==> src/rtl/bcd_calculator_seq.sv <==
// Keypad-driven BCD add/subtract calculator, digit-serial LSB-first datapath.
// Drives a blank-suppressed BCD display bus for the 7-segment driver.
module bcd_calculator_seq #(
    parameter int DIGITS = 4
) (
    input  logic                clk,
    input  logic                rst_n,
    input  logic                key_valid,
    input  logic [3:0]          key,
    output logic                key_ready,
    output logic [4*DIGITS-1:0] disp,
    output logic                error,
    output logic                busy
);
    localparam int W = 4 * DIGITS;
    localparam logic [3:0] K_SUB = 4'hA;
    localparam logic [3:0] K_ADD = 4'hC;
    localparam logic [3:0] K_EQ  = 4'hE;
    localparam logic [3:0] K_CLR = 4'hF;
    localparam logic [3:0] LAST  = 4'(DIGITS - 1);
    localparam logic [3:0] FULL  = 4'(DIGITS);
    localparam logic [W-1:0] DISP_RST = {{(DIGITS-1){4'hF}}, 4'h0};
    localparam logic [W-1:0] DISP_ERR = {{(DIGITS-1){4'hF}}, 4'hE};

    typedef enum logic [2:0] {
        S_ENTER_A, S_ENTER_B, S_CALC, S_RESULT, S_ERROR
    } state_t;

    state_t       state_q, state_d;
    logic [W-1:0] a_q, a_d, b_q, b_d, disp_q, disp_d;
    logic         op_q, op_d, c_q, c_d;
    logic [1:0]   pend_q, pend_d;
    logic [3:0]   cnt_q, cnt_d, idx_q, idx_d;

    logic         acc, k_dig, k_op, k_eq, k_clr, last, dig_ok, cout;
    logic [W-1:0] oper, shifted, sum_a;
    logic [4:0]   t;
    logic [3:0]   s;

    function automatic logic [W-1:0] blank(input logic [W-1:0] v);
        logic [W-1:0] r;
        logic         lead;
        r    = v;
        lead = 1'b1;
        for (int i = DIGITS - 1; i > 0; i--) begin
            if (lead && v[i*4 +: 4] == 4'h0) r[i*4 +: 4] = 4'hF;
            else lead = 1'b0;
        end
        return r;
    endfunction

    assign acc     = key_valid & key_ready;
    assign k_dig   = key <= 4'd9;
    assign k_op    = (key == K_SUB) || (key == K_ADD);
    assign k_eq    = key == K_EQ;
    assign k_clr   = key == K_CLR;
    assign last    = idx_q == LAST;
    assign oper    = (state_q == S_ENTER_A) ? a_q : b_q;
    assign shifted = {oper[W-5:0], key};
    assign dig_ok  = k_dig && !(key == 4'h0 && oper == '0) && cnt_q < FULL;

    // Operands shift right each CALC cycle; result digits fill A from the top.
    always_comb begin
        t    = '0;
        s    = '0;
        cout = 1'b0;
        if (op_q) begin
            t    = {1'b0, a_q[3:0]} - {1'b0, b_q[3:0]} - {4'b0, c_q};
            cout = t[4];
            s    = cout ? t[3:0] + 4'd10 : t[3:0];
        end else begin
            t    = {1'b0, a_q[3:0]} + {1'b0, b_q[3:0]} + {4'b0, c_q};
            cout = t > 5'd9;
            s    = cout ? t[3:0] - 4'd10 : t[3:0];
        end
    end

    assign sum_a = {s, a_q[W-1:4]};

    always_ff @(posedge clk or negedge rst_n) begin
        if (!rst_n) begin
            state_q <= S_ENTER_A;
            a_q     <= '0;
            b_q     <= '0;
            disp_q  <= DISP_RST;
            op_q    <= 1'b0;
            c_q     <= 1'b0;
            pend_q  <= '0;
            cnt_q   <= '0;
            idx_q   <= '0;
        end else begin
            state_q <= state_d;
            a_q     <= a_d;
            b_q     <= b_d;
            disp_q  <= disp_d;
            op_q    <= op_d;
            c_q     <= c_d;
            pend_q  <= pend_d;
            cnt_q   <= cnt_d;
            idx_q   <= idx_d;
        end
    end

    always_comb begin
        state_d = state_q;
        if (acc && k_clr) begin
            state_d = S_ENTER_A;
        end else begin
            case (state_q)
                S_ENTER_A: if (acc && k_op) state_d = S_ENTER_B;
                S_ENTER_B: if (acc && (k_op || k_eq)) state_d = S_CALC;
                S_CALC: begin
                    if (last)
                        state_d = cout ? S_ERROR
                                : (pend_q[1] ? S_ENTER_B : S_RESULT);
                end
                S_RESULT: begin
                    if (acc && k_dig)     state_d = S_ENTER_A;
                    else if (acc && k_op) state_d = S_ENTER_B;
                end
                S_ERROR: state_d = S_ERROR;
                default: state_d = S_ENTER_A;
            endcase
        end
    end

    always_comb begin
        a_d    = a_q;
        b_d    = b_q;
        disp_d = disp_q;
        op_d   = op_q;
        c_d    = c_q;
        pend_d = pend_q;
        cnt_d  = cnt_q;
        idx_d  = idx_q;
        if (acc && k_clr) begin
            a_d    = '0;
            b_d    = '0;
            disp_d = DISP_RST;
            op_d   = 1'b0;
            c_d    = 1'b0;
            pend_d = '0;
            cnt_d  = '0;
            idx_d  = '0;
        end else begin
            case (state_q)
                S_ENTER_A: begin
                    if (acc && dig_ok) begin
                        a_d    = shifted;
                        cnt_d  = cnt_q + 4'd1;
                        disp_d = blank(shifted);
                    end else if (acc && k_op) begin
                        op_d  = key == K_SUB;
                        b_d   = '0;
                        cnt_d = '0;
                    end
                end
                S_ENTER_B: begin
                    if (acc && dig_ok) begin
                        b_d    = shifted;
                        cnt_d  = cnt_q + 4'd1;
                        disp_d = blank(shifted);
                    end else if (acc && (k_op || k_eq)) begin
                        pend_d = {k_op, key == K_SUB};
                        idx_d  = '0;
                        c_d    = 1'b0;
                    end
                end
                S_CALC: begin
                    a_d   = sum_a;
                    b_d   = {4'h0, b_q[W-1:4]};
                    c_d   = cout;
                    idx_d = idx_q + 4'd1;
                    if (last) begin
                        disp_d = cout ? DISP_ERR : blank(sum_a);
                        b_d    = '0;
                        cnt_d  = '0;
                        if (pend_q[1]) op_d = pend_q[0];
                    end
                end
                S_RESULT: begin
                    if (acc && k_dig) begin
                        a_d    = {{(W-4){1'b0}}, key};
                        cnt_d  = {3'b0, key != 4'h0};
                        disp_d = blank({{(W-4){1'b0}}, key});
                    end else if (acc && k_op) begin
                        op_d  = key == K_SUB;
                        b_d   = '0;
                        cnt_d = '0;
                    end
                end
                default: ;
            endcase
        end
    end

    always_comb begin
        key_ready = state_q != S_CALC;
        busy      = state_q == S_CALC;
        error     = state_q == S_ERROR;
        disp      = disp_q;
    end

endmodule

==> config.mk <==
export PLATFORM = sky130hd
export DESIGN_NAME = bcd_calculator_seq
export DESIGN_NICKNAME = d
export VERILOG_FILES = /design/src/rtl/bcd_calculator_seq.sv
export SDC_FILE = /design/constraint.sdc
export NUM_CORES = 1
export LEC_CHECK = 0
export BUFFER_PORTS_ARGS = -buffer_cell sky130_fd_sc_hd__buf_2
export CORE_MARGIN = 4
export CORE_UTILIZATION = 35
export CTS_BUF_LIST = sky130_fd_sc_hd__clkbuf_4 sky130_fd_sc_hd__clkbuf_8
export DETAILED_ROUTE_END_ITERATION = 6
export SKIP_LAST_GASP = 1
export SYNTH_ARGS = -nofsm -noshare
export SYNTH_HDL_FRONTEND = slang
export SYNTH_SLANG_ARGS = --single-unit
export TNS_END_PERCENT = 5
==> constraint.sdc <==
create_clock -name clk -period 5.48 [get_ports clk]
set_input_delay 1.096 -clock clk [delete_from_list [all_inputs] [get_ports clk]]
set_output_delay 1.096 -clock clk [all_outputs]
set_load 0.05 [all_outputs]
# --- After elaboration in Yosys (flattened, before gate mapping) ---
# Cells that the tools add are included.
totals:
  register_bits: 63
  romBits: 0
  n_memories: 0
  latch_bits: 0
  out_inout_bits: 19
  in_bits: 7
  ramBits: 0
  wordCells: 176
op_classes:
  n_mux: 95
  n_reduce_logical: 40
  n_eq_ne: 20
  n_mul: 0
  n_div: 0
  n_lt_le_gt_ge: 3
  addsub: 8
  bitwise: 1
  n_shift: 0
ops:
  columns: ["op", "n"]
  rows:
  - ["2-to-1 mux 16 bit", 14]
  - ["one-hot mux 16 bit (4 select lines)", 2]
  - ["2-to-1 mux 4 bit", 22]
  - ["one-hot mux 16 bit (3 select lines)", 1]
  - ["2-to-1 mux 1 bit", 39]
  - ["logical NOT 4 bit", 7]
  - ["2-to-1 mux 3 bit", 6]
  - ["!= test 3 bit (second input constant)", 6]
  - ["== test 4 bit (second input constant)", 4]
  - ["logical NOT 16 bit", 1]
  - ["one-hot mux 4 bit (4 select lines)", 1]
  - ["one-hot mux 3 bit (5 select lines)", 1]
  - ["logical AND 1 bit", 14]
  - ["2-to-1 mux 12 bit", 1]
  - ["AND reduction 3 bit", 4]
  - ["2-to-1 mux 2 bit", 5]
  - ["AND reduction 5 bit", 2]
  - ["!= test 3 x 1 -> 1 bit (second input constant)", 3]
  - ["adder 4 x 1 -> 4 bit (second input constant)", 2]
  - ["one-hot mux 4 bit (2 select lines)", 1]
  - ["nonzero test 4 bit", 2]
  - ["== test 3 x 2 -> 1 bit (second input constant)", 2]
  - ["adder 4 x 4 -> 5 bit", 1]
  - ["adder 5 x 1 -> 5 bit", 1]
  - ["23 further kinds", 25]

# --- Longest topological paths before layout ---
depth:
  ltp_word: 21
  depth_mapped: 12
  ltp_nobuf: 11

# --- Worst setup path before layout ---
# Ideal clock, no wire load.
synth_timing:
  kind: "flip-flop to flip-flop"
  from: "register a_q[0]"
  to: "register disp_q[10], in the netlist disp[10]"
  period_less_slack_ns: 3.253
  path_buffers: 0
  setup_slack_ns: 2.227
  t_arrival_ns: 3.173
  path_stages_with_launch: 10
  t_required_ns: 5.400
  path_cell_list: "dfrtp_1 -> fa_1 -> fa_1 -> xnor2_1 -> inv_1 -> ha_1 -> a221oi_1 -> a211oi_1 -> a311o_1 -> o221a_2"
synth_between:
  elab_chain_cells: 16
synth_lines:
  columns: ["item", "line", "source"]
  rows:
  - ["start: declaration", "30", "logic [W-1:0] a_q, a_d, b_q, b_d, disp_q, disp_d;"]
  - ["start signal: assignment", "83", "a_q <= '0;"]
  - ["start signal: assignment", "93", "a_q <= a_d;"]
  - ["adder 4 x 4 -> 5 bit or subtractor 4 x 4 -> 5 bit (tied branches)", "72, 68", null]
  - ["adder 5 x 1 -> 5 bit or subtractor 5 x 1 -> 5 bit (tied branches)", "72, 68", null]
  - ["subtractor 4 bit (tied with other cells)", "74", "s = cout ? t[3:0] - 4'd10 : t[3:0];"]
  - ["2-to-1 mux 4 bit, on equally long branches", "74, 70", null]
  - ["2-to-1 mux 4 bit", "67", "if (op_q) begin"]
  - ["logical NOT 4 bit", "46", "if (lead && v[i*4 +: 4] == 4'h0) r[i*4 +: 4] = 4'hF;"]
  - ["2-to-1 mux 1 bit", "46", null]
  - ["2-to-1 mux 1 bit", "174", "if (last) begin"]
  - ["2-to-1 mux 1 bit", "146", "case (state_q)"]
  - ["2-to-1 mux 1 bit", "136", "if (acc && k_clr) begin"]
  - ["logical AND 1 bit", "46", null]
  - ["2-to-1 mux 4 bit", "46", null]
  - ["2-to-1 mux 16 bit", "175", "disp_d = cout ? DISP_ERR : blank(sum_a);"]
  - ["2-to-1 mux 16 bit", "174", null]
  - ["one-hot mux 16 bit (4 select lines)", "146", null]
  - ["2-to-1 mux 16 bit", "136", null]
  - ["end signal: assignment", "95", "disp_q <= disp_d;"]
  - ["end: declaration", "30", null]
# Parallel ways exist; a longest one is shown, timed or not. The select of a mux whose other input is x is not followed.
# A chain may end at the register's enable or synchronous reset.

# --- Final worst setup path ---
layout_timing:
  from: "register b_q[0]"
  to: "register disp_q[10], in the netlist disp[10]"
layout_between:
  elab_chain_cells: 16
layout_lines:
  columns: ["item", "line", "source"]
  rows:
  - ["start: declaration", "30", null]
  - ["start signal: assignment", "84", "b_q <= '0;"]
  - ["start signal: assignment", "94", "b_q <= b_d;"]
  - ["adder 4 x 4 -> 5 bit or subtractor 4 x 4 -> 5 bit (tied branches)", "72, 68", null]
  - ["adder 5 x 1 -> 5 bit or subtractor 5 x 1 -> 5 bit (tied branches)", "72, 68", null]
  - ["subtractor 4 bit (tied with other cells)", "74", null]
  - ["2-to-1 mux 4 bit, on equally long branches", "74, 70", null]
  - ["2-to-1 mux 4 bit", "67", null]
  - ["logical NOT 4 bit", "46", null]
  - ["2-to-1 mux 1 bit", "46", null]
  - ["2-to-1 mux 1 bit", "174", null]
  - ["2-to-1 mux 1 bit", "146", null]
  - ["2-to-1 mux 1 bit", "136", null]
  - ["logical AND 1 bit", "46", null]
  - ["2-to-1 mux 4 bit", "46", null]
  - ["2-to-1 mux 16 bit", "175", null]
  - ["2-to-1 mux 16 bit", "174", null]
  - ["one-hot mux 16 bit (4 select lines)", "146", null]
  - ["2-to-1 mux 16 bit", "136", null]
# Parallel ways exist; a longest one is shown, timed or not. The select of a mux whose other input is x is not followed.

==> results_dict.tcl <==
set metrics [dict create \
    top_cell_type_s_share_of_synthesized_area_pct 28.8 \
    postSynth.topFlopCell "sky130_fd_sc_hd__dfrtp_1" \
    power_density_nw_per_um2 739 \
    ctsResizeCount 0 \
    synth_fp_nets 545 \
    clock_latency_ps 350 \
    postLayoutCoreUtil_pct 40.4 \
    netlist_top_cells_area "sky130_fd_sc_hd__dfrtp_1 (29%), sky130_fd_sc_hd__dfstp_2 (7.1%), sky130_fd_sc_hd__nand2_1 (5.3%), sky130_fd_sc_hd__a21oi_1 (4.7%), sky130_fd_sc_hd__nor2_1 (4.7%)" \
    fraction_of_synthesis_flops_using_an_asynchronous_set_or_reset_pin_pct 100 \
    diodes 0 \
    drcViolationCount 0 \
    r2r_setup_slk_ps 1820 \
    synth-seq-cells 63 \
    power.ir.vdd_worst_v 0.000429 \
    finalCritPeriodShare_pct 66.8 \
    finalClockSkew_ps 10.5 \
    wl_mm 13.4 \
    cts_tree "built" \
    cp_max_fo 5 \
    p_leak_uw 0.00208 \
    route.antenna.remaining_nets 0 \
    synth_enable_flop_cells 0 \
    grt_overflow 0 \
    grt_start_max_net_pins 64 \
    synth_area_per_cell_sq_um 8.52 \
    die_area_sq_um 14500 \
    cts_made_buffers 9 \
    drive_gt1_share_pct 14.9 \
    chipWidth_microns 121 \
    grt_setup_unrepaired "no" \
    grt_pass1_wl_mm 22.2 \
    first_global_vias 4085 \
    finalWeightedCongestion 0.924 \
    remaining_max_slew_budget_at_the_tightest_pin_pct 22.3 \
    final_count_of_negative_setup_slack_endpoints 0 \
    worst_setup_path_start_kind "flip-flop" \
    final_max_slew_viol_count 0 \
    ys_types 73 \
    synth-seq-area-share_pct 35.9 \
    setup.worst_path.end_class "flip-flop" \
    avgRoutedWirePerCell_microns 19.0 \
    vias_per_cell 5.90 \
    dpl_worst_slack_ps 1860 \
    maxCapViolations 0 \
    start_util_pct 36.3 \
    fmaxAchievable_mhz 273 \
    h-tree-depth 3 \
    floorplan.die.height_microns 121 \
    synth_area_leader_cell "sky130_fd_sc_hd__dfrtp_1" \
    ctsRootBufferMaster "sky130_fd_sc_hd__clkbuf_8" \
    drt_iter0_drc 452 \
    report.final.hold_viol_count 0 \
    ys_warn_count 0 \
    post-route-worst-setup-slack_ps 1820 \
    worst-slew-pin-transition_ps 1160 \
    worstPathRequired_ps 5760 \
    antenna_found_initial 0 \
    syn-cell-area_sq_um 4440 \
    num_io_pins 26 \
    clk_transition_reported_paths_ps 80 \
    post_cts_hold_buffer_count 0 \
    final_net_count 556 \
    finalInstanceArea_sq_um 4940 \
    drt_pre_antenna_iters 5 \
    port-buffer-count 25 \
    num_vias 4163 \
    post_cts_setup_buffers 0 \
    grtUsageTotal_pct 19.1 \
    core_region_sq_um 12200 \
    place_hpwl_mm 9.79 \
    setup_total_negative_slack_ps 0 \
    netlist_instances 521 \
    fin_crit_ps 3660 \
    hold_class "flip-flop to flip-flop" \
    status "completed" \
    placedInstanceArea_sq_um 4710 \
    timing.critical_path.arrival_ps 3940 \
    number_of_standard_cell_rows_in_the_floorplan 40 \
    cts_max_path_buffers 2 \
    areaGrowthSynthToFinish_pct 11.3 \
    clock_sink_count 63 \
    setup.worst_path.class "flip-flop to flip-flop" \
]
kinds of logic (layout without fill, tap and decap cells):
family | after synthesis | after routing | synth area share [%]
AND/OR/NAND/NOR | 202 | 202 | 21.7
AO/OA/AOI/OAI | 158 | 158 | 25.0
flip-flops | 63 | 63 | 35.9
buffers and inverters | 49 | 65 | 4.54
multiplexers | 20 | 20 | 4.74
adder cells (fa/ha/maj) | 17 | 17 | 5.47
XOR/XNOR | 12 | 12 | 2.68
metal layers:
layer  share of wire, %  track usage, %
met1                 44            26.4
met5                  0               0
met4                2.1            5.10
met3                6.5            4.44
met2                 47            30.1
flip-flops by register name, indices dropped and copies added (netlist names), 2 cells and up:
signal / count
state_q: 3
a_q: 16
idx_q: 4
cnt_q: 4
pend_q: 2
b_q: 16
disp: 16
metrics by stage:
stage	power, uW	hold WS (ps)	std cells
floorplan	2560	465	521
global placement	3120	452	689
detailed placement	3140	460	689
CTS	3630	481	705
global route	3930	497	705
finish	3650	475	705
report_power, final:
group	switching [uW]	internal, uW	total [uW]	leakage (uW)
registers	230	668	898	0.000786
clock network	207	262	469	0.000116
logic	1480	804	2280	0.00118
worst max-delay path, cell delays in order, from the launching register on:
cell                       delay (ps)
sky130_fd_sc_hd__dfrtp_1          440
sky130_fd_sc_hd__inv_1             90
sky130_fd_sc_hd__fa_1             470
sky130_fd_sc_hd__fa_1             430
sky130_fd_sc_hd__nand2b_1         190
sky130_fd_sc_hd__a21oi_1          220
sky130_fd_sc_hd__xnor3_1          240
sky130_fd_sc_hd__a221oi_1         530
sky130_fd_sc_hd__a211oi_1         250
sky130_fd_sc_hd__a311o_1          460
sky130_fd_sc_hd__o221a_2          260
path summary, 6_finish.rpt:
kind / startpoint / to / cells after the start
worst min-delay path: disp[3] / disp[3] / 2
max in group asynchronous: rst_n / a_q[7] / 2
worst max register to register: b_q[0] / disp[10] / 10
worst max-delay path: b_q[0] / disp[10] / 10
worst min register to register: disp[3] / disp[3] / 2
min in group asynchronous: rst_n / idx_q[1] / 2
synth_stat cells (4+ instances only):
library cell and count:
sky130_fd_sc_hd__or4_1 4, sky130_fd_sc_hd__a21oi_1 42, sky130_fd_sc_hd__dfrtp_1 51, sky130_fd_sc_hd__ha_1 13, sky130_fd_sc_hd__nand4_1 5, sky130_fd_sc_hd__nor4_1 7
sky130_fd_sc_hd__a21o_1 6, sky130_fd_sc_hd__nor3_1 17, sky130_fd_sc_hd__clkbuf_1 21, sky130_fd_sc_hd__mux2i_1 18, sky130_fd_sc_hd__nand2_1 63, sky130_fd_sc_hd__nand2b_1 8
sky130_fd_sc_hd__a31oi_1 9, sky130_fd_sc_hd__xor2_1 5, sky130_fd_sc_hd__dfstp_2 12, sky130_fd_sc_hd__nand3_1 10, sky130_fd_sc_hd__o221ai_1 4, sky130_fd_sc_hd__o31ai_1 16
sky130_fd_sc_hd__buf_2 5, sky130_fd_sc_hd__xnor2_1 6, sky130_fd_sc_hd__fa_1 4, sky130_fd_sc_hd__inv_1 14, sky130_fd_sc_hd__or3_1 5, sky130_fd_sc_hd__and2_1 6
sky130_fd_sc_hd__o21ai_0 25, sky130_fd_sc_hd__buf_1 6, sky130_fd_sc_hd__a211oi_1 7, sky130_fd_sc_hd__nor2_1 56, sky130_fd_sc_hd__o221a_2 5, sky130_fd_sc_hd__a22oi_1 5
layout make-up:
class	instances	area, sq um
Multi-Input combinational cell	409	2660
Inverter	15	56.3
Sequential cell	63	1590
Clock buffer	9	124
Timing Repair Buffer	34	193
Tap cell	168	210
Fill cell	1279	7270
Clock inverter	7	103
layout by cell type, fill, tap and decap left out, types with 4 or more instances in the layout:
master and count:
sky130_fd_sc_hd__nor4_1 7, sky130_fd_sc_hd__nand3_1 10, sky130_fd_sc_hd__fa_1 4, sky130_fd_sc_hd__o221a_2 5
sky130_fd_sc_hd__or3_1 5, sky130_fd_sc_hd__buf_2 25, sky130_fd_sc_hd__a21oi_1 42, sky130_fd_sc_hd__nand4_1 5
sky130_fd_sc_hd__o221ai_1 4, sky130_fd_sc_hd__nand2_1 63, sky130_fd_sc_hd__inv_1 14, sky130_fd_sc_hd__xor2_1 5
sky130_fd_sc_hd__nor3_1 16, sky130_fd_sc_hd__dfrtp_1 51, sky130_fd_sc_hd__xnor2_1 6, sky130_fd_sc_hd__a22oi_1 5
sky130_fd_sc_hd__mux2i_1 18, sky130_fd_sc_hd__buf_4 9, sky130_fd_sc_hd__dfstp_2 12, sky130_fd_sc_hd__a21o_1 6
sky130_fd_sc_hd__a211oi_1 7, sky130_fd_sc_hd__and2_1 6, sky130_fd_sc_hd__nand2b_1 8, sky130_fd_sc_hd__o21ai_0 25
sky130_fd_sc_hd__ha_1 13, sky130_fd_sc_hd__a31oi_1 9, sky130_fd_sc_hd__clkbuf_8 9, sky130_fd_sc_hd__o31ai_1 16
sky130_fd_sc_hd__nor2_1 56, sky130_fd_sc_hd__or4_1 4
Power figures use the tool's default switching activity.
